===== src/rtl/shared_net_arbiter_if.sv =====
// Shared-net bundle between the requesters and the arbiter.
//   req       - per-requester drive request
//   wdata     - requester i's drive value in bits [i*WIDTH +: WIDTH]
//   gnt       - registered one-hot (or zero) grant
//   bus_owner - index of the granted requester, 0 when no grant
//   bus_data  - registered value of the shared net
//   bus_valid - bus_data was captured from a granted requester last edge
interface shared_net_arbiter_if #(
  parameter int unsigned NREQ  = 3,
  parameter int unsigned WIDTH = 32
);
  logic [NREQ-1:0]       req;
  logic [NREQ*WIDTH-1:0] wdata;
  logic [NREQ-1:0]       gnt;
  logic [2:0]            bus_owner;
  logic [WIDTH-1:0]      bus_data;
  logic                  bus_valid;

  // requester side
  modport master (
    output req, wdata,
    input  gnt, bus_owner, bus_data, bus_valid
  );

  // arbiter side
  modport slave (
    input  req, wdata,
    output gnt, bus_owner, bus_data, bus_valid
  );
endinterface


===== src/rtl/shared_net_arbiter.sv =====
// Round-robin arbiter for one shared WIDTH-bit net with a one-cycle turnaround
// between owners and a hold limit while others wait.
//   clk - clock, all state updates on posedge
//   rst - synchronous active-high reset
//   bus - shared_net_arbiter_if.slave (req/wdata in, gnt/bus_owner/bus_data/bus_valid out)
module shared_net_arbiter #(
  parameter int unsigned      NREQ       = 3,
  parameter int unsigned      WIDTH      = 32,
  parameter int unsigned      MAX_HOLD   = 4,
  parameter logic [WIDTH-1:0] IDLE_VALUE = 32'hdeadbeef
) (
  input logic                  clk,
  input logic                  rst,
  shared_net_arbiter_if.slave  bus
);

  localparam int unsigned IDX_W  = $clog2(NREQ);
  localparam int unsigned HOLD_W = (MAX_HOLD < 2) ? 1 : $clog2(MAX_HOLD + 1);

  typedef enum logic [1:0] {IDLE, OWN, TURN} state_t;

  state_t            state_q, state_nxt;
  logic [NREQ-1:0]   gnt_q, gnt_nxt;
  logic [2:0]        owner_q, owner_nxt;
  logic [2:0]        last_q, last_nxt;
  logic [WIDTH-1:0]  data_q, data_nxt;
  logic              valid_q, valid_nxt;
  logic [HOLD_W-1:0] hold_q, hold_nxt;

  logic              any_req_c;
  logic              other_req_c;
  logic              cap_c;
  logic              preempt_c;
  logic              release_c;
  logic [WIDTH-1:0]  cap_data_c;
  logic [IDX_W-1:0]  winner_c;
  logic [IDX_W-1:0]  cand_c;
  logic              found_c;

  assign any_req_c   = |bus.req;
  assign other_req_c = |(bus.req & ~gnt_q);
  // gnt is one-hot, so this is also "owner still requests"
  assign cap_c       = |(gnt_q & bus.req);
  assign preempt_c   = (MAX_HOLD != 0) && (hold_q == HOLD_W'(MAX_HOLD)) && other_req_c;
  assign release_c   = !cap_c || preempt_c;

  // round-robin search starting just after the last owner
  always_comb begin
    winner_c = '0;
    cand_c   = '0;
    found_c  = 1'b0;
    for (int unsigned i = 1; i <= NREQ; i++) begin
      cand_c = IDX_W'((32'(last_q) + i) % NREQ);
      if (!found_c && bus.req[cand_c]) begin
        winner_c = cand_c;
        found_c  = 1'b1;
      end
    end
  end

  // value driven by the currently granted requester
  always_comb begin
    cap_data_c = '0;
    for (int unsigned i = 0; i < NREQ; i++) begin
      if (gnt_q[i] && bus.req[i]) cap_data_c = bus.wdata[i*WIDTH +: WIDTH];
    end
  end

  // state and output registers
  always_ff @(posedge clk) begin
    if (rst) begin
      state_q <= IDLE;
      gnt_q   <= '0;
      owner_q <= '0;
      last_q  <= 3'(NREQ - 1);
      data_q  <= IDLE_VALUE;
      valid_q <= 1'b0;
      hold_q  <= '0;
    end else begin
      state_q <= state_nxt;
      gnt_q   <= gnt_nxt;
      owner_q <= owner_nxt;
      last_q  <= last_nxt;
      data_q  <= data_nxt;
      valid_q <= valid_nxt;
      hold_q  <= hold_nxt;
    end
  end

  // next-state logic
  always_comb begin
    state_nxt = state_q;
    case (state_q)
      IDLE:    if (any_req_c) state_nxt = OWN;
      OWN:     if (release_c) state_nxt = TURN;
      TURN:    state_nxt = any_req_c ? OWN : IDLE;
      default: state_nxt = IDLE;
    endcase
  end

  // next-output logic; capture happens in every state
  always_comb begin
    gnt_nxt   = gnt_q;
    owner_nxt = owner_q;
    last_nxt  = last_q;
    hold_nxt  = hold_q;
    data_nxt  = cap_c ? cap_data_c : data_q;
    valid_nxt = cap_c;
    case (state_q)
      IDLE, TURN: begin
        if (any_req_c) begin
          gnt_nxt   = NREQ'(1) << winner_c;
          owner_nxt = 3'(winner_c);
          hold_nxt  = HOLD_W'(1);
        end else begin
          gnt_nxt   = '0;
          owner_nxt = '0;
        end
      end
      OWN: begin
        if (release_c) begin
          gnt_nxt   = '0;
          owner_nxt = '0;
          last_nxt  = owner_q;
        end else if (MAX_HOLD != 0 && hold_q != HOLD_W'(MAX_HOLD)) begin
          hold_nxt = HOLD_W'(hold_q + 1'b1);
        end
      end
      default: begin
        gnt_nxt   = '0;
        owner_nxt = '0;
      end
    endcase
  end

  assign bus.gnt       = gnt_q;
  assign bus.bus_owner = owner_q;
  assign bus.bus_data  = data_q;
  assign bus.bus_valid = valid_q;

endmodule


===== src/flat_wrapper.sv =====
// flat-port wrapper written by rule: the top's interface ports become plain ports
module shared_net_arbiter_flat 
#(
  parameter int unsigned      NREQ       = 3,
  parameter int unsigned      WIDTH      = 32,
  parameter int unsigned      MAX_HOLD   = 4,
  parameter logic [WIDTH-1:0] IDLE_VALUE = 32'hdeadbeef
)
  (clk, rst, bus_req, bus_wdata, bus_gnt, bus_bus_owner, bus_bus_data, bus_bus_valid);
  shared_net_arbiter_if #(.NREQ(NREQ), .WIDTH(WIDTH)) bus_i ();
  input logic clk;
  input logic rst;
  input wire logic [$bits(bus_i.req)-1:0] bus_req;
  input wire logic [$bits(bus_i.wdata)-1:0] bus_wdata;
  output wire logic [$bits(bus_i.gnt)-1:0] bus_gnt;
  output wire logic [$bits(bus_i.bus_owner)-1:0] bus_bus_owner;
  output wire logic [$bits(bus_i.bus_data)-1:0] bus_bus_data;
  output wire logic [$bits(bus_i.bus_valid)-1:0] bus_bus_valid;
  assign bus_i.req = bus_req;
  assign bus_i.wdata = bus_wdata;
  assign bus_gnt = bus_i.gnt;
  assign bus_bus_owner = bus_i.bus_owner;
  assign bus_bus_data = bus_i.bus_data;
  assign bus_bus_valid = bus_i.bus_valid;
  shared_net_arbiter #(.NREQ(NREQ), .WIDTH(WIDTH), .MAX_HOLD(MAX_HOLD), .IDLE_VALUE(IDLE_VALUE)) u_core (.clk(clk), .rst(rst), .bus(bus_i));
endmodule

===== config.mk =====
export PLATFORM = sky130hd
export DESIGN_NAME = shared_net_arbiter_flat
export DESIGN_NICKNAME = d
export VERILOG_FILES = /design/src/rtl/shared_net_arbiter_if.sv /design/src/rtl/shared_net_arbiter.sv /design/src/flat_wrapper.sv
export SDC_FILE = /design/constraint.sdc
export NUM_CORES = 1
export LEC_CHECK = 0
export CORE_MARGIN = 5
export CORE_UTILIZATION = 30
export DETAILED_ROUTE_END_ITERATION = 16
export DONT_BUFFER_PORTS = 1
export GPL_TIMING_DRIVEN = 0
export PLACE_DENSITY = 0.57
export SLEW_MARGIN = 20
export SYNTH_ARGS = -nofsm -noshare
export SYNTH_HDL_FRONTEND = slang
export SYNTH_SLANG_ARGS = --single-unit
export TNS_END_PERCENT = 100

===== constraint.sdc =====
create_clock -name clk -period 1.9 [get_ports clk]
set_input_delay 0.38 -clock clk [delete_from_list [all_inputs] [get_ports clk]]
set_output_delay 0.38 -clock clk [all_outputs]
set_load 0.1 [all_outputs]

==> results.py <==
metrics = {
    "logic_synthesis": {
        "ys.flop_type": "dfxtp_1",
        "async_reset_ff_share_pct": 0,
        "yosys.area.top_type": "dfxtp_1",
        "ys_seq_elements": 45,
        "synth_area_leaders": "dfxtp_1 35%, a211o_1 9.2%, a311oi_1 9.2%",
        "netlist.area_leader.share_pct": 34.9,
        "yosysWarnings": 0,
        "syn_area_per_cell_um2": 7.93,
        "synth-edff-count": 0,
        "syn_nets": 432,
        "ys_seq_area_share_pct": 34.9,
        "synthCells": 325,
        "synth_area_um2": 2580,
        "ys_types": 40,
    },
    "global_route": {
        "antenna_found_initial": 0,
        "first_global_vias": 2692,
        "grt_max_degree": 14,
        "grt_util_met1_pct": 19.2,
        "use_met3_pct": 4.40,
        "top_usage_layer": "met2",
        "track_usage_pct": 16.1,
        "gr-usage-met2_pct": 28.7,
        "grt_pass1_wl_mm": 13.4,
        "overflow": 0,
    },
    "floorplanning": {
        "std_cell_rows": 33,
        "start_util_pct": 31.1,
        "coreArea_um2": 8300,
        "die_h_um": 103,
        "io_pins": 140,
        "die_width_um": 103,
        "die-area_um2": 10600,
    },
    "setup_path": {
        "r2r_slack_ps": -20,
        "reg2reg_to": "u_core.bus.gnt[1]$_SDFFE_PP0P_",
        "cp-start-kind": "flip-flop",
        "r2r-start": "u_core.last_q[0]$_SDFFE_PP0P_",
        "reg2reg_depth": 8,
        "cp-end-kind": "flip-flop",
        "worstSetupPathType": "reg -> reg",
        "cp_data_arrival_time_ps": 2130,
        "crit_required_ps": 2110,
        "crit_fanout": 7,
        "crit_start": "u_core.last_q[0]$_SDFFE_PP0P_",
    },
    "pwr": {
        "p_int_uw": 1650,
        "p_sw_uw": 1640,
        "swShare_pct": 49.7,
        "p_seq_share_pct": 60.0,
        "peakVddDrop_mv": 0.475,
        "p_comb_share_pct": 20.9,
        "p_clk_share_pct": 19.2,
        "p_leak_uw": 0.00112,
        "p_per_area_nw_per_um2": 1080,
    },
    "sta": {
        "final_max_slew_viol_count": 0,
        "skew_ps": 4.97,
        "fin_crit_ps": 1920,
        "fin_ws_ps": -20.4,
        "min_period_over_period_pct": 101,
        "worst_pin_slew_ps": 1010,
        "fmax_mhz": 521,
        "max_slew_margin_pct": 32.5,
        "setup_viol": 1,
        "rsz0062_at_grt": "true",
        "setup_tns_ps": -20.4,
        "final_hold_viol_count": 0,
    },
    "place": {
        "placed_cell_area_um2": 2720,
        "dp_hpwl_mm": 6.68,
        "port_buffers": 0,
        "place_congestion": 0.849,
    },
    "clock_network": {
        "cts.path.max_buffers": 2,
        "clk_root_buffer_cell": "clkbuf_8",
        "clk_latency_ps": 300,
        "cts_max_level": 2,
        "numCtsBuffers": 5,
        "path_clk_slew_ps": 90,
        "cts_sinks": 45,
        "cts_tree": "yes",
    },
    "worst_hold_path": {
        "hold-path-cell-count": 2,
        "hold_path.class": "in -> reg",
        "min_from": "bus_wdata[4]",
        "holdPathEnd": "u_core.bus.bus_data[4]$_SDFFE_PP0P_",
    },
    "finish": {
        "design_area_um2": 3030,
        "num_antenna_cells": 0,
        "final_nets": 446,
        "final_common_cell": "dfxtp_1",
        "final_layout_size_suffix_gt1_share_pct": 16.8,
        "area_growth_pct": 17.6,
        "most-common-layout-cells": "40 x dfxtp_1, 39 x nand2_1, 36 x nor2_1",
    },
    "detailed_routing": {
        "dr.pass1.iters": 4,
        "vias": 2582,
        "ant_nets": 0,
        "route.detailed.wl_per_inst_um": 20.4,
        "routed_wl_mm": 9.07,
        "drt_iter0_drc": 132,
        "drcViolationCount": 0,
        "vias_per_cell": 5.82,
    },
    "outcome": {
        "violations": "negative setup slack",
        "status": "finished with violations",
    },
    "job": {
        "drv_cap": 0,
    },
}
critical path, cell delays in order (launching register included):
cell and delay (ps):
dfxtp_4 370, buf_4 140, ha_4 170, mux2i_1 130
o21ai_1 250, buf_4 160, a21oi_1 30, or3b_4 390
o31ai_2 180
power by group through the flow:
stage | clock [uW] | sequential [uW] | combinational [uW]
after floorplan | 0 | 1950 | 461
after global placement | 0 | 1990 | 579
after detailed placement | 0 | 1990 | 587
after CTS | 641 | 1970 | 646
after global routing | 672 | 1990 | 757
final | 630 | 1970 | 686
flip-flops by register name, summed over array words and instances, names as in the netlist:
signal and count:
u_core.bus.bus_data 32, u_core.bus.gnt 3, u_core.hold_q 3, u_core.bus.bus_owner 2, u_core.last_q 2, u_core.state_q 2, u_core.bus.bus_valid 1
per-stage QoR:
step | util [%] | setup slack [ps] | hold slack (ps) | power, uW | std cells
final | 36.5 | -20.4 | 280 | 3290 | 444
after global routing | 36.5 | -84.6 | 276 | 3420 | 444
after CTS | 35.8 | 21.5 | 269 | 3260 | 443
after detailed placement | 32.8 | -347 | 503 | 2580 | 430
after global placement | 32.8 | -335 | 495 | 2570 | 430
after floorplan | - | -2.00 | 467 | 2410 | 325
final cells by class:
cell class              instances  area [um^2]
clock inverters                 1         6.26
flip-flops and latches         45          920
multi-input cells             241         1640
well taps                     105          131
repair buffers                  8         60.1
fillers                       857         5270
plain buffers                  31          165
clock buffers                   6         82.6
inverters                       7         28.8
cells in the mapped netlist (2+ instances only):
cell type and number:
nand3_1 29, dfxtp_1 45, a211o_1 27, mux2_2 2
a21oi_1 14, a311oi_1 27, ha_1 6, a22oi_1 12
nor3b_1 2, mux2i_1 6, nor4b_1 2, clkbuf_1 16
or2b_1 2, o21ai_0 4, buf_1 5, nor3_1 3
nor2b_1 2, nand3b_1 2, buf_2 10, inv_1 7
nand2_1 39, nor2_1 39, nand2b_1 7
worst max path at each step:
stage                                                end  slack, ps  depth (start not counted)
CTS                 u_core.bus.bus_owner[0]$_SDFFE_PP0P_         20                          7
detailed placement   u_core.bus.bus_data[4]$_SDFFE_PP0P_       -350                          7
global route              u_core.bus.gnt[1]$_SDFFE_PP0P_        -80                          7
global placement     u_core.bus.bus_data[4]$_SDFFE_PP0P_       -330                          7
floorplan                  u_core.hold_q[2]$_SDFFE_PP0P_         -2                          6
finish                    u_core.bus.gnt[1]$_SDFFE_PP0P_        -20                          8
routing by layer:
layer  vias to the layer above  share of wire (%)
met4                         0               0.68
li1                       1220                  -
met1                      1236                 40
met3                         6                8.4
met5                         -                  0
met2                       120                 51
cell families after synthesis:
group,synth area share (%)
and+or+nand+nor,24.4
AOI/OAI and AO/OA,28.1
DFF,34.9
buffers and inverters,6.31
muxes,3.20
adders and majority gates,2.91
other,0.145
repair_timing:
| action | in CTS | in global routing |
|---|---|---|
| hold buffers | 0 | 0 |
| resized for setup | 27 | 18 |
| pin swaps | 4 | 2 |
| setup buffers | 6 | 2 |
| endpoints found under the setup margin | 43 | 36 |
Power figures use the tool's default switching activity.
